$ cat src/rtl/id_ex_hazard_reg_pkg.sv
// rtl/id_ex_hazard_reg_pkg.sv - shared core constants for the ID/EX stage
package id_ex_hazard_reg_pkg;

  localparam int CORE_XLEN  = 32;
  localparam int CORE_CTRLW = 8;

  // Bit positions inside the packed control vector
  // {regWrite, memRead, memWrite, memToReg, aluSrc, branch, aluOp[1:0]}
  localparam int CTRL_REGWRITE = 7;
  localparam int CTRL_MEMREAD  = 6;
  localparam int CTRL_MEMWRITE = 5;
  localparam int CTRL_MEMTOREG = 4;
  localparam int CTRL_ALUSRC   = 3;
  localparam int CTRL_BRANCH   = 2;
  localparam int CTRL_ALUOP_HI = 1;
  localparam int CTRL_ALUOP_LO = 0;

  // Hard-wired zero register; writes to it never create a dependency
  localparam logic [4:0] REG_X0 = 5'd0;

endpackage

$ cat src/rtl/sat_counter.sv
// rtl/sat_counter.sv - saturating event counter with synchronous clear
module sat_counter #(
  parameter int W = 16
) (
  input  logic         clk,
  input  logic         clr_n,
  input  logic         inc,
  output logic [W-1:0] count
);

  // Count up on inc, stick at all-ones instead of wrapping
  always_ff @(posedge clk) begin
    if (!clr_n) begin
      count <= '0;
    end else if (inc && (count != {W{1'b1}})) begin
      count <= count + 1'b1;
    end
  end

endmodule

$ cat src/rtl/id_ex_hazard_reg.sv
// rtl/id_ex_hazard_reg.sv - ID/EX pipeline register with load-use hazard detection
module id_ex_hazard_reg
  import id_ex_hazard_reg_pkg::*;
#(
  parameter int XLEN  = CORE_XLEN,
  parameter int CTRLW = CORE_CTRLW,
  parameter int CNTW  = 16
) (
  input  logic             clk,
  input  logic             rst_n,
  input  logic [4:0]       IF_IDrs1,
  input  logic [4:0]       IF_IDrs2,
  input  logic [4:0]       IF_IDrd,
  input  logic             IF_IDvalid,
  input  logic [CTRLW-1:0] ID_ctrl,
  input  logic [XLEN-1:0]  ID_rdata1,
  input  logic [XLEN-1:0]  ID_rdata2,
  input  logic [XLEN-1:0]  ID_imm,
  input  logic [XLEN-1:0]  ID_pc,
  input  logic             EX_flush,
  input  logic             memStall,
  output logic [4:0]       ID_EXrs1,
  output logic [4:0]       ID_EXrs2,
  output logic [4:0]       ID_EXrd,
  output logic [CTRLW-1:0] ID_EXctrl,
  output logic             ID_EXregWrite,
  output logic             ID_EXmemRead,
  output logic [XLEN-1:0]  ID_EXrdata1,
  output logic [XLEN-1:0]  ID_EXrdata2,
  output logic [XLEN-1:0]  ID_EXimm,
  output logic [XLEN-1:0]  ID_EXpc,
  output logic             ID_EXvalid,
  output logic             PCWrite,
  output logic             IF_IDWrite,
  output logic [CNTW-1:0]  stallCount,
  output logic [CNTW-1:0]  flushCount
);

  logic load_use;
  logic stall_event;

  assign ID_EXregWrite = ID_EXctrl[CTRL_REGWRITE];
  assign ID_EXmemRead  = ID_EXctrl[CTRL_MEMREAD];

  // A load in EX whose destination feeds the instruction in ID; x0 is never a real dependency
  assign load_use = ID_EXvalid & ID_EXmemRead & (ID_EXrd != REG_X0) & IF_IDvalid &
                    ((ID_EXrd == IF_IDrs1) | (ID_EXrd == IF_IDrs2));

  // A counted load-use bubble only happens when neither flush nor memory stall wins
  assign stall_event = load_use & ~EX_flush & ~memStall;

  assign PCWrite    = ~(memStall | (load_use & ~EX_flush));
  assign IF_IDWrite = PCWrite;

  // Priority mux: reset, flush bubble, memory-stall hold, load-use bubble, normal capture
  always_ff @(posedge clk) begin
    if (!rst_n || EX_flush || stall_event) begin
      ID_EXrs1    <= '0;
      ID_EXrs2    <= '0;
      ID_EXrd     <= '0;
      ID_EXctrl   <= '0;
      ID_EXrdata1 <= '0;
      ID_EXrdata2 <= '0;
      ID_EXimm    <= '0;
      ID_EXpc     <= '0;
      ID_EXvalid  <= 1'b0;
    end else if (!memStall) begin
      ID_EXrs1    <= IF_IDrs1;
      ID_EXrs2    <= IF_IDrs2;
      ID_EXrd     <= IF_IDrd;
      ID_EXctrl   <= IF_IDvalid ? ID_ctrl : '0;
      ID_EXrdata1 <= ID_rdata1;
      ID_EXrdata2 <= ID_rdata2;
      ID_EXimm    <= ID_imm;
      ID_EXpc     <= ID_pc;
      ID_EXvalid  <= IF_IDvalid;
    end
  end

  sat_counter #(.W(CNTW)) u_stall_cnt (
    .clk   (clk),
    .clr_n (rst_n),
    .inc   (stall_event),
    .count (stallCount)
  );

  sat_counter #(.W(CNTW)) u_flush_cnt (
    .clk   (clk),
    .clr_n (rst_n),
    .inc   (EX_flush),
    .count (flushCount)
  );

endmodule

$ cat config.mk
export PLATFORM = sky130hd
export DESIGN_NAME = id_ex_hazard_reg
export DESIGN_NICKNAME = d
export VERILOG_FILES = /design/src/rtl/id_ex_hazard_reg_pkg.sv /design/src/rtl/sat_counter.sv /design/src/rtl/id_ex_hazard_reg.sv
export SDC_FILE = /design/constraint.sdc
export NUM_CORES = 1
export LEC_CHECK = 0
export CAP_MARGIN = 20
export CELL_PAD_IN_SITES_DETAIL_PLACEMENT = 1
export CELL_PAD_IN_SITES_GLOBAL_PLACEMENT = 1
export CORE_MARGIN = 2
export CORE_UTILIZATION = 32
export DETAILED_ROUTE_END_ITERATION = 6
export HOLD_SLACK_MARGIN = 0.02
export PLACE_DENSITY = 0.92
export SLEW_MARGIN = 5
export SYNTH_ARGS = -nofsm -noshare
export SYNTH_HDL_FRONTEND = slang
export SYNTH_SLANG_ARGS = --single-unit
$ cat constraint.sdc
create_clock -name clk -period 4.8 [get_ports clk]
set_clock_uncertainty 0.2 [all_clocks]
set_input_delay 0.96 -clock clk [delete_from_list [all_inputs] [get_ports clk]]
set_output_delay 0.96 -clock clk [all_outputs]
set_load 0.005 [all_outputs]
==> results of run 1 <==
==> layout by cell type (no fill, tap or decap), drive strengths merged, types with 3 or more instances in the layout <==
cell	instances
a211oi	3
clkbuf	19
a22oi	9
or3	8
nand2	15
mux2i	148
o21a	4
nand4	10
clkdlybuf4s50	342
and3	6
xnor2	3
xor2	14
nand3	12
and4	5
nor4	3
buf	6
or4	8
o31ai	8
a21oi	15
clkinv	5
o21ai	8
nor2	166
dfxtp	184
nor3	10
nand2b	5
inv	11
==> metal layers <==
metal / up-vias / wire length (um)
met5: - / 0
met4: 0 / 626
met3: 38 / 1611
met2: 237 / 12940
met1: 3077 / 9662
li1: 3093 / -
==> worst paths after layout <==
| path | startpoint | end | cells past startpoint |
|---|---|---|---|
| max | IF_IDrs1[4] | IF_IDWrite | 7 |
| min | ID_EXpc[5] | ID_EXpc[5] | 2 |
| max reg2reg | ID_EXrd[2] | ID_EXrdata1[6] | 7 |
| min reg2reg | ID_EXpc[5] | ID_EXpc[5] | 2 |
==> power breakdown <==
group	internal [uW]	switching (uW)	total, uW
clock	756	679	1430
combinational	256	160	415
sequential	1570	28.4	1600
total	2580	867	3450
==> flip-flops by register name (all words and copies together) (netlist names) <==
register           count
ID_EXpc               32
ID_EXrs1               5
ID_EXrd                5
ID_EXctrl              8
ID_EXrdata1           32
ID_EXimm              32
ID_EXrs2               5
ID_EXrdata2           32
ID_EXvalid             1
u_flush_cnt.count     16
u_stall_cnt.count     16
==> tightest hold or removal path, delay by kind of cell (launching register included) <==
| kind | cells | cell delay (ps) |
|---|---|---|
| mux | 1 | 70 |
| flops | 1 | 330 |
| simple gates | 1 | 70 |
==> final cells by class <==
cell class | instances | area [sq um]
multi-input cells | 475 | 3188
inverters | 5 | 18.77
fillers | 2394 | 10460
repair buffers | 349 | 3520
well taps | 280 | 350.3
diodes | 2 | 5.005
flip-flops and latches | 184 | 3684
clock buffers | 18 | 439.2
clock inverters | 14 | 161.4
==> stage by stage <==
step | cell area [sq um] | hold slack, ps | power (uW)
2_1_floorplan | 7103 | 271.4 | 1784
3_3_place_gp | 10760 | 273.0 | 2032
3_5_place_dp | 10760 | 283.4 | 2050
4_1_cts | 11360 | 302.8 | 3488
5_1_grt | 11370 | 329.0 | 3581
6_report | 11370 | 298.6 | 3446
==> cells by family after synthesis <==
kind of cell,after synthesis,synth area share
adders and majority gates,2,0.003522
and+or+nand+nor,253,0.1615
AOI/OAI and AO/OA,55,0.05320
xor gates and xnor gates,17,0.02096
DFF,184,0.5186
buffers and inverters,51,0.03364
muxes,148,0.2086
==> metrics, run 1 <==
all-layer global routing usage 0.2078; CP Data Required Time between 3000 and 4000 ps; Worst Path Max Fanout 2; Hold WC Path Type register to register; Wirelength per Cell about 19 um; Die ar. around 23,000 sq um; vias 6,445; Placement Setup Slack approximately 550 ps; Synth area leader dfxtp_1; status complete, no violations; Synth top cells by count dfxtp_1, nor2_1, mux2i_1; Placed Cells roughly 1,300; TritonCTS clock tree done; Clock Tree Buf Depth 2; DR DRC count 0; critical path class input port to primary output; H-tree lvl count 4; CTS Sinks ~180; CP Cell Sequence clkdlybuf4s50_1 > xor2_1 > nor3_1 > a22oi_1 > a211oi_1 > nor2_1 > clkdlybuf4s50_1; RSZ-0062 raised after global routing false; Cell variety after synth 45; Arr. time, crit path slightly above 3000 ps; Layout area overhead 60.01%; die outline width around 150 um; IO Pins between 300 and 400; largest net degree at the start of global routing 95; fin util 0.5208; vias in the first global route 6,849; Resized Gates After CTS 0; CP Buf/Inv Count 2; GR peak layer met2; Port Buffers ~340; Detailed Place HPWL ~19,000 um; row count 54; met2 usage 0.3763; Core ar. ~22,000 sq um; Post-DRT Antenna Nets 0; Remaining Overflow, GRT 0; max-slew violations 0; max-cap violations 0; Clock transition at path regs around 70 ps; DR iter-0 viols around 190; share of the synthesized area in the top cell type 0.5186; met1 Use GR 0.2306; largest cells by area after synthesis dfxtp_1, mux2i_1, nor2_1; initial antenna violation count 2; kind of cell adding the most delay to the critical path buffers and inverters; Syn Area/Cell 10.00 sq um; ratio of final minimum period to clock period 0.8769; CP Launch Type input port; FF+latch count, synth approximately 180; clock root cell clkbuf_16; number of synthesized flops with an enable pin 0; TNS Setup 0 ps; Clock Latency Late Sink 420 ps; Post-CTS Hold Fix Bufs 0; Most common cell on crit path clkdlybuf4s50_1; met3 usage 0.06039; Reg2Reg Setup Slack ~2200 ps; fraction of registers with async set/reset 0; sequential share of the synthesized area 0.5186; CP Capture Type primary output; # setup viols final 0; Slew @ Worst Pin 726.6 ps; Fmax approximately 0.24 GHz; Nets approximately 1,200; synthesized area ~7100 sq um; Final Hold Violating Endpoints 0; Setup Buffers After CTS 0; routability cong. a little under 0.8; share of post-route cells with drive strength above 1 0.04115; ys flop type dfxtp_1; Period minus WS final between 4000 and 5000 ps; first-pass GRT wire length around 38,000 um; P_leak 0.004470 uW; die height approximately 150 um; pwr/cell area about 300 nW/um^2; most common cell in the netlist dfxtp_1; Mapped Cells 710; worst vdd ir between 0.00015 and 0.0002 V; max_slew headroom 0.5156; synth warn 0; Critical Path Slowest Stage Cell clkdlybuf4s50_1; drt total wl 24,840 um; vias per cell between 4 and 5; CTS buffer count 17; Starting Density 0.3255; final non-filler cell total around 1,300; Syn Nets approximately 870; DRT Pass-1 Iters 4; slowest stage delay, CP 620 ps; Final Worst Setup Slack 591.1 ps
Power figures use the tool's default switching activity.
==> run 2, diff against run 1 <==
- SLEW_MARGIN: 5 -> 0
- clock period: 4.8 -> 5 ns (I/O delays scaled with it)
==> metrics, run 2 (same netlist as run 1, synthesis figures left out) <==
Worst Path Max Fanout 2; R2R depth 7; Worst Setup SP IF_IDrs1[4]; worst r2r src ID_EXrd[1]; DRT Pass-1 Iters 4; Port Buffers ~340; ratio of final minimum period to clock period 0.8478; Layout fillers 2,386; Design Area, Final around 11,000 sq um; Setup Buffers After CTS 0; share of post-route cells with drive strength above 1 0.04019; first-pass GRT wire length ~40,000 um; Final Hold Violating Endpoints 0; CP Capture Type primary output; Clock transition at path regs 80 ps; Resized Gates After CTS 0; die outline width about 150 um; status complete, no violations; # setup viols final 0; row count 54; area of the multi-input gates about 3200 sq um; register area between 3000 and 4000 sq um; vias 6,477; all-layer global routing usage 0.2102; Clock Latency Late Sink 430 ps; CP Data Required Time roughly 3800 ps; most frequent cells in the layout clkdlybuf4s50_1, dfxtp_1, nor2_1; largest net degree at the start of global routing 99; Remaining Overflow, GRT 0; Starting Density 0.3255; IO Pins ~340; Reg-to-Reg End ID_EXimm[2]; fin util 0.5198; pwr/cell area about 290 nW/um^2; max_slew headroom 0.5291; RSZ-0062 raised after global routing false; Final Worst Setup Slack around 760 ps; CP Launch Type input port; CTS buffer count 17; Fmax approximately 0.24 GHz; P_leak 0.004466 uW; Placement Setup Slack 726.3 ps; Clock Tree Buf Depth 2; drt total wl ~25,000 um; critical path class input port to primary output; Hold WC Path Type register to register; Period minus WS final ~4200 ps; Arr. time, crit path ~3000 ps; Nets roughly 1,200; max-slew violations 0; CTS Sinks ~180; H-tree lvl count 4; Post-DP Area 10,750 sq um; Post-DRT Antenna Nets 0; Reg2Reg Setup Slack about 2500 ps; worst vdd ir about 0.00019 V; DR DRC count 0; Layout area overhead 59.71%; Post-CTS Hold Fix Bufs 0; Slew @ Worst Pin slightly above 700 ps; vias in the first global route between 6,000 and 7,000; routability cong. 0.7665; Die ar. 23,400 sq um; Detailed Place HPWL 18,800 um; die height around 150 um; Core ar. 21,820 sq um; DR iter-0 viols 181; TNS Setup 0 ps; max-cap violations 0; clock root cell clkbuf_16; initial antenna violation count 1; TritonCTS clock tree done; most common cell after layout, fill and taps aside clkdlybuf4s50_1; Critical Path Sink IF_IDWrite; Wirelength per Cell around 19 um; vias per cell just under 5
[run 2: critical path: stages]
cell	delay, ps
clkdlybuf4s50_1	600
xor2_1	190
nor3_1	70
a22oi_1	370
a211oi_1	120
nor2_1	160
clkdlybuf4s50_1	520
[run 2: layer usage]
| layer | vias to the layer above | share of wire | GRT usage |
|---|---|---|---|
| met2 | 229 | 0.53 | 0.3985 |
| met1 | 3116 | 0.38 | 0.2232 |
| met5 | - | 0 | 0 |
| met4 | 0 | 0.020 | 0.06261 |
| li1 | 3099 | - | - |
| met3 | 33 | 0.064 | 0.06294 |
[run 2: area by class of cell]
class / count / area share
antenna: 1 / 0.0002206
inverter: 5 / 0.001654
sequential: 184 / 0.3247
tap: 280 / 0.03088
multi-input combinational: 475 / 0.2810
timing repair buffer: 349 / 0.3091
clock buffer: 19 / 0.03904
clock inverter: 13 / 0.01335
[run 2: power by group]
group | switching, uW | internal, uW
clock | 648 | 727
sequential | 26.8 | 1510
combinational | 153 | 244
[run 2: worst min path at each step]
stage	start	to	depth (start not counted)
global route	u_stall_cnt.count[11]	u_stall_cnt.count[11]	2
floorplan	u_stall_cnt.count[11]	u_stall_cnt.count[11]	2
finish	u_stall_cnt.count[11]	u_stall_cnt.count[11]	2
detailed placement	ID_EXpc[4]	ID_EXpc[4]	2
CTS	ID_EXpc[4]	ID_EXpc[4]	2
global placement	ID_EXrdata1[21]	ID_EXrdata1[21]	2
[run 2: through the flow]
stage | hold WS (ps) | std cells | total power [uW]
final | 296.5 | 1326 | 3305
after global routing | 329.5 | 1326 | 3441
after CTS | 304.0 | 1325 | 3350
after detailed placement | 285.7 | 1293 | 1965
after global placement | 272.6 | 1293 | 1950
after floorplan | 271.4 | 710 | 1713
